### src/rtl/water_inlet_arbiter.sv
// Round-robin arbiter that shares one water supply valve between N_MACH machines,
// with a bounded fill slot, a closed-valve settling gap and a supply-fault inhibit.
module water_inlet_arbiter #(
  parameter int unsigned N_MACH      = 4,
  parameter int unsigned FILL_CYCLES = 8,
  parameter int unsigned GAP_CYCLES  = 1
) (
  input  logic                             i_clk,
  input  logic                             i_rst_n,
  input  logic [N_MACH-1:0]                i_req,
  input  logic                             i_supply_ok,
  output logic [N_MACH-1:0]                o_grant,
  output logic                             o_valve_open,
  output logic [N_MACH-1:0]                o_wait,
  output logic                             o_timeout,
  output logic [$clog2(FILL_CYCLES+1)-1:0] o_fill_cnt
);

  localparam int unsigned PW = $clog2(N_MACH);
  localparam int unsigned CW = $clog2(FILL_CYCLES + 1);
  localparam int unsigned GW = $clog2(GAP_CYCLES + 1);

  localparam logic [PW-1:0] LastIdx = PW'(N_MACH - 1);
  localparam logic [CW-1:0] FillMax = CW'(FILL_CYCLES);
  localparam logic [GW-1:0] GapMax  = GW'(GAP_CYCLES);
  localparam logic [PW:0]   NumMach = (PW + 1)'(N_MACH);

  typedef enum logic [1:0] {StIdle, StGrant, StGap} state_e;

  state_e             state_q, state_d;
  logic [N_MACH-1:0]  grant_q, grant_d;
  logic [CW-1:0]      fill_q, fill_d;
  logic [GW-1:0]      gap_q, gap_d;
  logic [PW-1:0]      ptr_q, ptr_d;
  logic [PW-1:0]      owner_q, owner_d;
  logic               timeout_q, timeout_d;

  logic [PW:0]        cand;
  logic [PW-1:0]      win_idx;
  logic               win_found;
  logic [PW-1:0]      ptr_after_owner;

  // First requester at or after ptr, wrapping modulo N_MACH.
  always_comb begin
    cand      = '0;
    win_idx   = '0;
    win_found = 1'b0;
    for (int i = 0; i < N_MACH; i++) begin
      cand = {1'b0, ptr_q} + (PW + 1)'(i);
      if (cand >= NumMach) begin
        cand = cand - NumMach;
      end
      if (!win_found && i_req[cand[PW-1:0]]) begin
        win_found = 1'b1;
        win_idx   = cand[PW-1:0];
      end
    end
  end

  assign ptr_after_owner = (owner_q == LastIdx) ? '0 : owner_q + PW'(1);

  always_comb begin
    state_d   = state_q;
    grant_d   = grant_q;
    fill_d    = fill_q;
    gap_d     = gap_q;
    ptr_d     = ptr_q;
    owner_d   = owner_q;
    timeout_d = 1'b0;

    unique case (state_q)
      StIdle: begin
        if (i_supply_ok && win_found) begin
          state_d          = StGrant;
          grant_d          = '0;
          grant_d[win_idx] = 1'b1;
          owner_d          = win_idx;
          fill_d           = CW'(1);
        end
      end

      StGrant: begin
        if (!i_supply_ok || !i_req[owner_q] || (fill_q == FillMax)) begin
          state_d = StGap;
          grant_d = '0;
          fill_d  = '0;
          gap_d   = GW'(1);
          // A supply fault leaves ptr alone so the interrupted owner keeps priority.
          if (i_supply_ok) begin
            ptr_d     = ptr_after_owner;
            timeout_d = i_req[owner_q];
          end
        end else begin
          fill_d = fill_q + CW'(1);
        end
      end

      StGap: begin
        if (gap_q >= GapMax) begin
          state_d = StIdle;
          gap_d   = '0;
        end else begin
          gap_d = gap_q + GW'(1);
        end
      end

      default: begin
        state_d = StIdle;
        grant_d = '0;
        fill_d  = '0;
        gap_d   = '0;
      end
    endcase
  end

  always_ff @(posedge i_clk or negedge i_rst_n) begin
    if (!i_rst_n) begin
      state_q   <= StIdle;
      grant_q   <= '0;
      fill_q    <= '0;
      gap_q     <= '0;
      ptr_q     <= '0;
      owner_q   <= '0;
      timeout_q <= 1'b0;
    end else begin
      state_q   <= state_d;
      grant_q   <= grant_d;
      fill_q    <= fill_d;
      gap_q     <= gap_d;
      ptr_q     <= ptr_d;
      owner_q   <= owner_d;
      timeout_q <= timeout_d;
    end
  end

  assign o_grant      = grant_q;
  assign o_valve_open = |grant_q;
  assign o_wait       = i_req & ~grant_q;
  assign o_timeout    = timeout_q;
  assign o_fill_cnt   = fill_q;

endmodule

### config.mk
export PLATFORM = sky130hd
export DESIGN_NAME = water_inlet_arbiter
export DESIGN_NICKNAME = d
export VERILOG_FILES = /design/src/rtl/water_inlet_arbiter.sv
export SDC_FILE = /design/constraint.sdc
export NUM_CORES = 1
export LEC_CHECK = 0
export BUFFER_PORTS_ARGS = -buffer_cell sky130_fd_sc_hd__buf_4
export CAP_MARGIN = 20
export CORE_MARGIN = 2
export CORE_UTILIZATION = 56
export CTS_BUF_LIST = sky130_fd_sc_hd__clkbuf_16
export DETAILED_ROUTE_END_ITERATION = 10
export PLACE_DENSITY = 0.82
export SYNTH_ARGS = -nofsm -noshare
export SYNTH_HDL_FRONTEND = slang
export SYNTH_SLANG_ARGS = --single-unit
### constraint.sdc
create_clock -name i_clk -period 3.7 [get_ports i_clk]
set_clock_uncertainty 0.1 [all_clocks]
set_input_delay 0 -clock i_clk [delete_from_list [all_inputs] [get_ports i_clk]]
set_output_delay 0 -clock i_clk [all_outputs]
set_load 0.005 [all_outputs]
# Word level (Yosys, flattened, before mapping)

Index checks and enable logic that the tools add are counted.

Logic and storage cells: 101
Register bits: 16
Output and inout port bits: 14
Memory bits (writable): 0
Memory bits (read-only): 0
Latch bits: 0
Input port bits: 7
Memories kept: 0

Divide/modulo/power cells: 0
Equality and inequality tests: 7
Shift-type cells: 0
$add $sub $neg: 10
Bitwise operators: 4
Reductions and logical operators: 20
Multiplexer cells: 41
Order comparisons: 12
$mul: 0

Operators by type and width:

| kind                                                                  | number |
|---|---|
| 2-bit two-way mux                                                     | 12 |
| 4-bit one-hot mux with 3 select lines                                 | 2 |
| 2-bit by 3-bit < comparator with 1-bit output, second input constant  | 6 |
| 4-bit two-way mux                                                     | 4 |
| 1-bit two-way mux                                                     | 15 |
| 1-bit binary-select mux with 2-bit select                             | 5 |
| 3-bit >= comparator, second input constant                            | 3 |
| 3-bit AND reduction                                                   | 3 |
| 2-bit by 1-bit subtractor with 2-bit output, second input constant    | 4 |
| 2-bit by 2-bit adder with 3-bit output, second input constant         | 2 |
| 2-bit != test, second input constant                                  | 3 |
| 2-bit one-hot mux with 3 select lines                                 | 1 |
| 2-bit AND reduction                                                   | 3 |
| 1-bit logical AND                                                     | 5 |
| 1-bit logical NOT                                                     | 5 |
| 4-bit by 1-bit adder with 4-bit output, second input constant         | 1 |
| 4-bit AND                                                             | 1 |
| 2-bit == test, second input constant                                  | 2 |
| 4-bit == test, second input constant                                  | 1 |
| 4-bit inverter                                                        | 1 |
| 4-bit OR reduction                                                    | 1 |
| 2-bit by 1-bit adder with 3-bit output, second input constant         | 1 |
| 2-bit by 3-bit >= comparator with 1-bit output, second input constant | 1 |
| 1-bit one-hot mux with 3 select lines                                 | 1 |
| other kinds (9)                                                       | 11 |

# Longest topological paths before layout

Gate-level depths: netlist of the first run.

Depth in word-level cells: 20
Gate-level depth with buffers: 8
Gate-level depth less buffers: 6

# Least setup slack after synthesis of the first run

OpenSTA, ideal clock, no wires.

Path type: flip-flop to flip-flop
From: register owner_q[0]
To: register fill_q[3], in the netlist o_fill_cnt[3]
Clock period less this slack: 1817 ps
Setup time: 129 ps
Slack: 1883 ps
Stages on the path, launching flop included: 7
Data required time: 3471 ps
Data arrival time: 1587 ps
Path buffers: 2
Cell sequence: dfrtp_1 mux4_2 and3b_1 buf_2 buf_2 a22oi_1 o31ai_1

Longest elaborated chain between the ends: 7

RTL lines:

| element                                   | RTL line | RTL |
|---|---|---|
| start: declaration                        | 35       | `logic [PW-1:0] owner_q, owner_d;` |
| start signal: assignment                  | 131      | `owner_q <= owner_d;` |
| 1-bit binary-select mux with 2-bit select | 83       | `if (!i_supply_ok \|\| !i_req[owner_q] \|\| (fill_q == FillMax)) begin` |
| 1-bit two-way mux (not written as such)   | 83       |  |
| 1-bit logical NOT                         | 83       |  |
| 1-bit logical OR (2 in a row)             | 83       |  |
| 4-bit two-way mux                         | 83       |  |
| 4-bit one-hot mux with 3 select lines     | 71       | `unique case (state_q)` |
| end signal: assignment                    | 128      | `fill_q <= fill_d;` |
| end: declaration                          | 32       | `logic [CW-1:0] fill_q, fill_d;` |

Every way passes these cells. The select of a mux whose other input is x is not followed.
A chain may end at the register's enable or synchronous reset.

# Final worst setup path of the first run

From: register owner_q[0]
To: register state_q[0]

Longest elaborated chain between the ends: 7

RTL lines:

| element                                   | RTL line | RTL |
|---|---|---|
| 1-bit binary-select mux with 2-bit select | 83       |  |
| 1-bit two-way mux (not written as such)   | 83       |  |
| 1-bit logical NOT                         | 83       |  |
| 1-bit logical OR (2 in a row)             | 83       |  |
| 2-bit != test (no source line)            | n/a      |  |
| 3-bit AND reduction (no source line)      | n/a      |  |
| end signal: assignment                    | 118      | `state_q <= StIdle;` |
| end signal: assignment                    | 126      | `state_q <= state_d;` |
| end: declaration                          | 30       | `state_e state_q, state_d;` |

Every way passes these cells. The select of a mux whose other input is x is not followed.

==> results of run 1 <==
## final timing paths
| check | from | endpoint | cells after the start |
|---|---|---|---|
| max in group asynchronous | i_rst_n | state_q[1] | 2 |
| setup / recovery | owner_q[0] | state_q[0] | 4 |
| hold reg to reg | gap_q | gap_q | 2 |
| setup reg to reg | owner_q[0] | state_q[0] | 4 |
| min in group asynchronous | i_rst_n | o_fill_cnt[2] | 2 |
| hold / removal | i_supply_ok | o_timeout | 3 |
## stage by stage
| step | std cells | setup WS [ns] | instance area, um^2 |
|---|---|---|---|
| after CTS | 134 | 1.68 | 1200 |
| after global routing | 134 | 1.54 | 1200 |
| after floorplan | 97 | 1.88 | 955 |
| after detailed placement | 130 | 1.72 | 1110 |
| after global placement | 130 | 1.82 | 1110 |
| final | 134 | 1.66 | 1200 |
## logic make-up (layout without fill, tap and decap cells)
group / Yosys count / count (layout) / share of synthesized area
flops: 16 / 16 / 0.419
buf+inv: 10 / 31 / 0.0419
mux: 3 / 3 / 0.0472
fa+ha+maj: 6 / 6 / 0.0786
compound gates: 36 / 36 / 0.249
simple gates: 26 / 26 / 0.164
## flip-flops by register name, indices dropped and copies added (netlist names)
name and count:
o_grant 4, ptr_q 2, o_timeout 1, o_fill_cnt 4, state_q 2, gap_q 1
owner_q 2
## layout make-up
| cell class | count | area (um^2) |
|---|---|---|
| Multi-Input combinational cell | 71 | 514 |
| Sequential cell | 16 | 400 |
| Fill cell | 103 | 363 |
| Timing Repair Buffer | 21 | 160 |
| Clock buffer | 3 | 75.1 |
| Inverter | 7 | 26.3 |
| Tap cell | 16 | 20.0 |
## per-layer routing
layer	vias up	routed length (um)	GRT usage
li1	403	-	-
met1	407	965	0.335
met2	36	1020	0.400
met3	2	125	0.0480
met4	0	12	0.0529
met5	-	0	0
## worst max-delay path, stage by stage (launching register included)
cell      delay (ns)
dfrtp_1         0.41
mux4_2          0.55
and3b_1         0.35
a211oi_1        0.35
o32a_2          0.21
## synthesized netlist by cell type (2+ instances only)
cell,number
dfrtp_1,16
ha_1,6
inv_1,7
nand2b_1,2
nand2_1,7
a21boi_0,2
nand3_1,2
o31ai_1,7
o21ai_0,11
mux2_2,2
a21o_1,2
nor2b_1,5
o22ai_1,2
buf_2,2
a21oi_1,4
## cells in the final DEF, fill, tap and decap left out, drive strengths merged, types with 3 or more instances in the layout
| master | n |
|---|---|
| o21ai | 11 |
| buf | 20 |
| dfrtp | 16 |
| ha | 6 |
| clkbuf | 3 |
| nand2b | 3 |
| nand2 | 7 |
| nor2b | 5 |
| inv | 7 |
| o31ai | 7 |
| a21oi | 4 |
## report_power, final
group          internal, W  total [W]  switching (W)
Clock             0.000141   0.000201      0.0000598
Combinational     0.000213   0.000431       0.000218
Sequential        0.000238   0.000301      0.0000626
Total             0.000592   0.000933       0.000340
## timing repair
item                      in CTS  in global routing
gates resized for setup        0                  0
buffers inserted               0                  0
hold endpoints to repair      16                  0
hold buffers                   1                  0
==> impl_metrics.tcl, run 1 <==
set metrics [dict create \
    rows 14 \
    power_w 0.000933 \
    postRouteAntennaNets 0 \
    synthesis.area_um2 955 \
    cts-root-buf "clkbuf_16" \
    groute.usage.overall 0.244 \
    endpoint_kind "register" \
    timing.hold.ws_ns 0.0135 \
    synth_area_leaders "dfrtp_1, ha_1, o21ai_0" \
    cap_violations 0 \
    worstPathRequired_ns 3.78 \
    drive_gt1_frac 0.246 \
    finalMaxSlewViolations 0 \
    antenna_found_initial 0 \
    yosysWarnings 0 \
    viasPerCell 6.33 \
    finalCritPeriodShare 0.551 \
    htree_levels 1 \
    start_util 0.612 \
    synth_enable_flop_cells 0 \
    power.leakage_nw 0.561 \
    grt_overflow 0 \
    slew_headroom 0.467 \
    avgSynthCellArea_um2 9.84 \
    clk_latency_ns 0.24 \
    async_flop_share 1.00 \
    synth_nets 110 \
    critPathKind "register to register" \
    cts_buffers 3 \
    place_congestion 0.815 \
    cts.clk_slew.worst_paths_ns 0.05 \
    first_pass_iters 5 \
    wl_per_cell_um 15.8 \
    first_global_vias 787 \
    peakVddDrop_mv 0.618 \
    yosysSeqAreaShare 0.419 \
    ios 21 \
    tns_ns 0 \
    finalCriticalPeriod_ns 2.04 \
    die_area_mm2 0.00205 \
    synth_seq_cells 16 \
    worst_pin_slew_ns 0.789 \
    syn2layout_area_growth_pct 25.3 \
    cts.sinks 16 \
    synth_cell_type_count 35 \
    clockBufferDepth 2 \
    cp.arrival_ns 2.12 \
    drc 0 \
    final_nets 133 \
    utilization 0.767 \
    r2r_setup_slack_ns 1.66 \
    synth_area_leader_cell "dfrtp_1" \
    p_per_area_mw_per_mm2 780 \
    synth_cells 97 \
    synth_top_area_frac 0.419 \
    cts_tree "done" \
    hold_viol_final 0 \
    detailed_place_hpwl_um 1510 \
    fmax_ghz 0.490 \
    ys.flop_type "dfrtp_1" \
    core_area_mm2 0.00156 \
    io_buffers 20 \
    setup_viol 0 \
    hold_class "input port to register" \
    via_count 848 \
    num_antenna_cells 0 \
    grt_start_max_net_pins 17 \
    cp-start-kind "register" \
    run_status "completed" \
    wl_um 2120 \
    die_y_um 45.3 \
    grt_pass1_wl_um 3600 \
    crit_fanout 14 \
    drtIter0Drc 22 \
    dieWidth_um 45.3 \
    rsz0062_at_grt "false" \
]
(Power assumes the default switching activity.)
==> run 2: changes to the inputs <==
CORE_UTILIZATION = 52   (was 56)
PLACE_DENSITY = 0.77   (was 0.82)
clock period = 2.1 ns   (was 3.7 ns; I/O delays follow)
==> impl_metrics.tcl, run 2 (same netlist as run 1, synthesis figures left out) <==
set metrics [dict create \
    power_frac_seq 0.325 \
    endpoint_kind "register" \
    drive_gt1_frac 0.258 \
    p_int_w 0.00105 \
    clk_latency_ns 0.24 \
    crit_fanout 14 \
    p_per_area_mw_per_mm2 1330 \
    layout_commonest_cell "buf_4" \
    reg2reg_depth 4 \
    final_nets 135 \
    start_util 0.553 \
    core_area_mm2 0.00173 \
    clockBufferDepth 2 \
    htree_levels 1 \
    antenna_found_initial 0 \
    grt_overflow 0 \
    worstPathRequired_ns 2.13 \
    drc 0 \
    slew_headroom 0.688 \
    first_pass_iters 4 \
    critPathKind "register to register" \
    power_frac_clock 0.216 \
    wl_per_cell_um 13.5 \
    setup_viol 0 \
    grt_start_max_net_pins 17 \
    detailed_place_hpwl_um 1500 \
    grt_pass1_wl_um 3210 \
    io_buffers 20 \
    cts.sinks 16 \
    viasPerCell 5.70 \
    ios 21 \
    finalMaxSlewViolations 0 \
    hold_viol_final 0 \
    slowest_delay_ns 0.54 \
    finalCriticalPeriod_ns 1.94 \
    rsz0062_at_grt "false" \
    globalRouteMet3Util 0.0346 \
    p_comb_frac 0.459 \
    syn2layout_area_growth_pct 28.4 \
    peakVddDrop_mv 0.849 \
    met1_usage 0.263 \
    cp.arrival_ns 1.97 \
    path_cells "mux4_2 -> and3b_2 -> nand2b_4 -> o31ai_1" \
    die_y_um 46.8 \
    timing.hold.ws_ns 0.0524 \
    dieWidth_um 46.8 \
    p_sw_frac 0.355 \
    mostFrequentLayoutCells "buf_4, dfrtp_1, o21ai_0" \
    switchingPower_w 0.000578 \
    fmax_ghz 0.515 \
    first_global_vias 766 \
    cp-start-kind "register" \
    cts-root-buf "clkbuf_16" \
    cts_tree "done" \
    grtUsageMet2 0.351 \
    groute.usage.overall 0.207 \
    cts.clk_slew.worst_paths_ns 0.04 \
    hold_class "input port to asynchronous set/reset pin" \
    tns_ns 0 \
    num-fill-cells 142 \
    finalCritPeriodShare 0.924 \
    worst_pin_slew_ns 0.469 \
    cap_violations 0 \
    cts_setup_buffers 0 \
    rows 15 \
    top_usage_layer "met2" \
    cts_buffers 3 \
    drtIter0Drc 20 \
    place_congestion 0.847 \
    die_area_mm2 0.00219 \
    run_status "completed" \
    power.leakage_nw 0.569 \
    wl_um 1960 \
    postRouteAntennaNets 0 \
    slowest_stage "mux4_2" \
    num_antenna_cells 0 \
    via_count 827 \
]
## run 2: layout make-up
cell class / instances / area (um^2) / area share
sequential: 16 / 400 / 0.327
inverter: 7 / 26.3 / 0.0214
timing repair buffer: 23 / 178 / 0.145
tap: 25 / 31.3 / 0.0255
multi-input combinational: 71 / 515 / 0.420
clock buffer: 3 / 75.1 / 0.0612
## run 2: worst paths after layout
check | from | to | slack (ns)
setup / recovery | owner_q[0] | o_grant[1] | 0.16
hold / removal | i_rst_n | o_fill_cnt[3] | 0.05
setup reg to reg | owner_q[0] | o_grant[1] | 0.16
hold reg to reg | gap_q | gap_q | 0.42
max in group asynchronous | i_rst_n | ptr_q[0] | 1.67
min in group i_clk | i_req[2] | o_grant[3] | 0.07
## run 2: repair_timing
item                                    in CTS  in global routing
hold buffers                                 2                  0
endpoints found under the setup margin       0                  3
hold endpoints to repair                    17                  0
resized for setup                            0                  1
## run 2: routing by layer
metal	vias to the layer above	wire, um
met1	395	911
met3	4	78
met4	0	23
li1	406	-
met2	22	951
met5	-	0
## run 2: power groups by stage
stage	sequential [W]	clock (W)	combinational, W
global route	0.000545	0.000375	0.000844
floorplan	0.000511	0	0.000494
finish	0.000529	0.000351	0.000745
CTS	0.000528	0.000363	0.000749
global placement	0.000529	0	0.000715
detailed placement	0.000533	0	0.000741
## run 2: through the flow
stage               cells  utilization  power [W]  setup slack, ns  instance area [um^2]
floorplan              97            -    0.00101            0.283                   955
finish                145        0.710    0.00163            0.160                  1230
global route          145        0.710    0.00176           0.0433                  1230
global placement      140        0.654    0.00124            0.217                  1130
detailed placement    140        0.654    0.00127           0.0966                  1130
CTS                   145        0.709    0.00164           0.0801                  1220
## run 2: worst max-delay path, delay by kind of cell (launching register included)
| kind | cells | cell delay, ns |
|---|---|---|
| simple gates | 2 | 0.51 |
| mux | 1 | 0.54 |
| compound gates | 1 | 0.29 |
| flops | 1 | 0.40 |
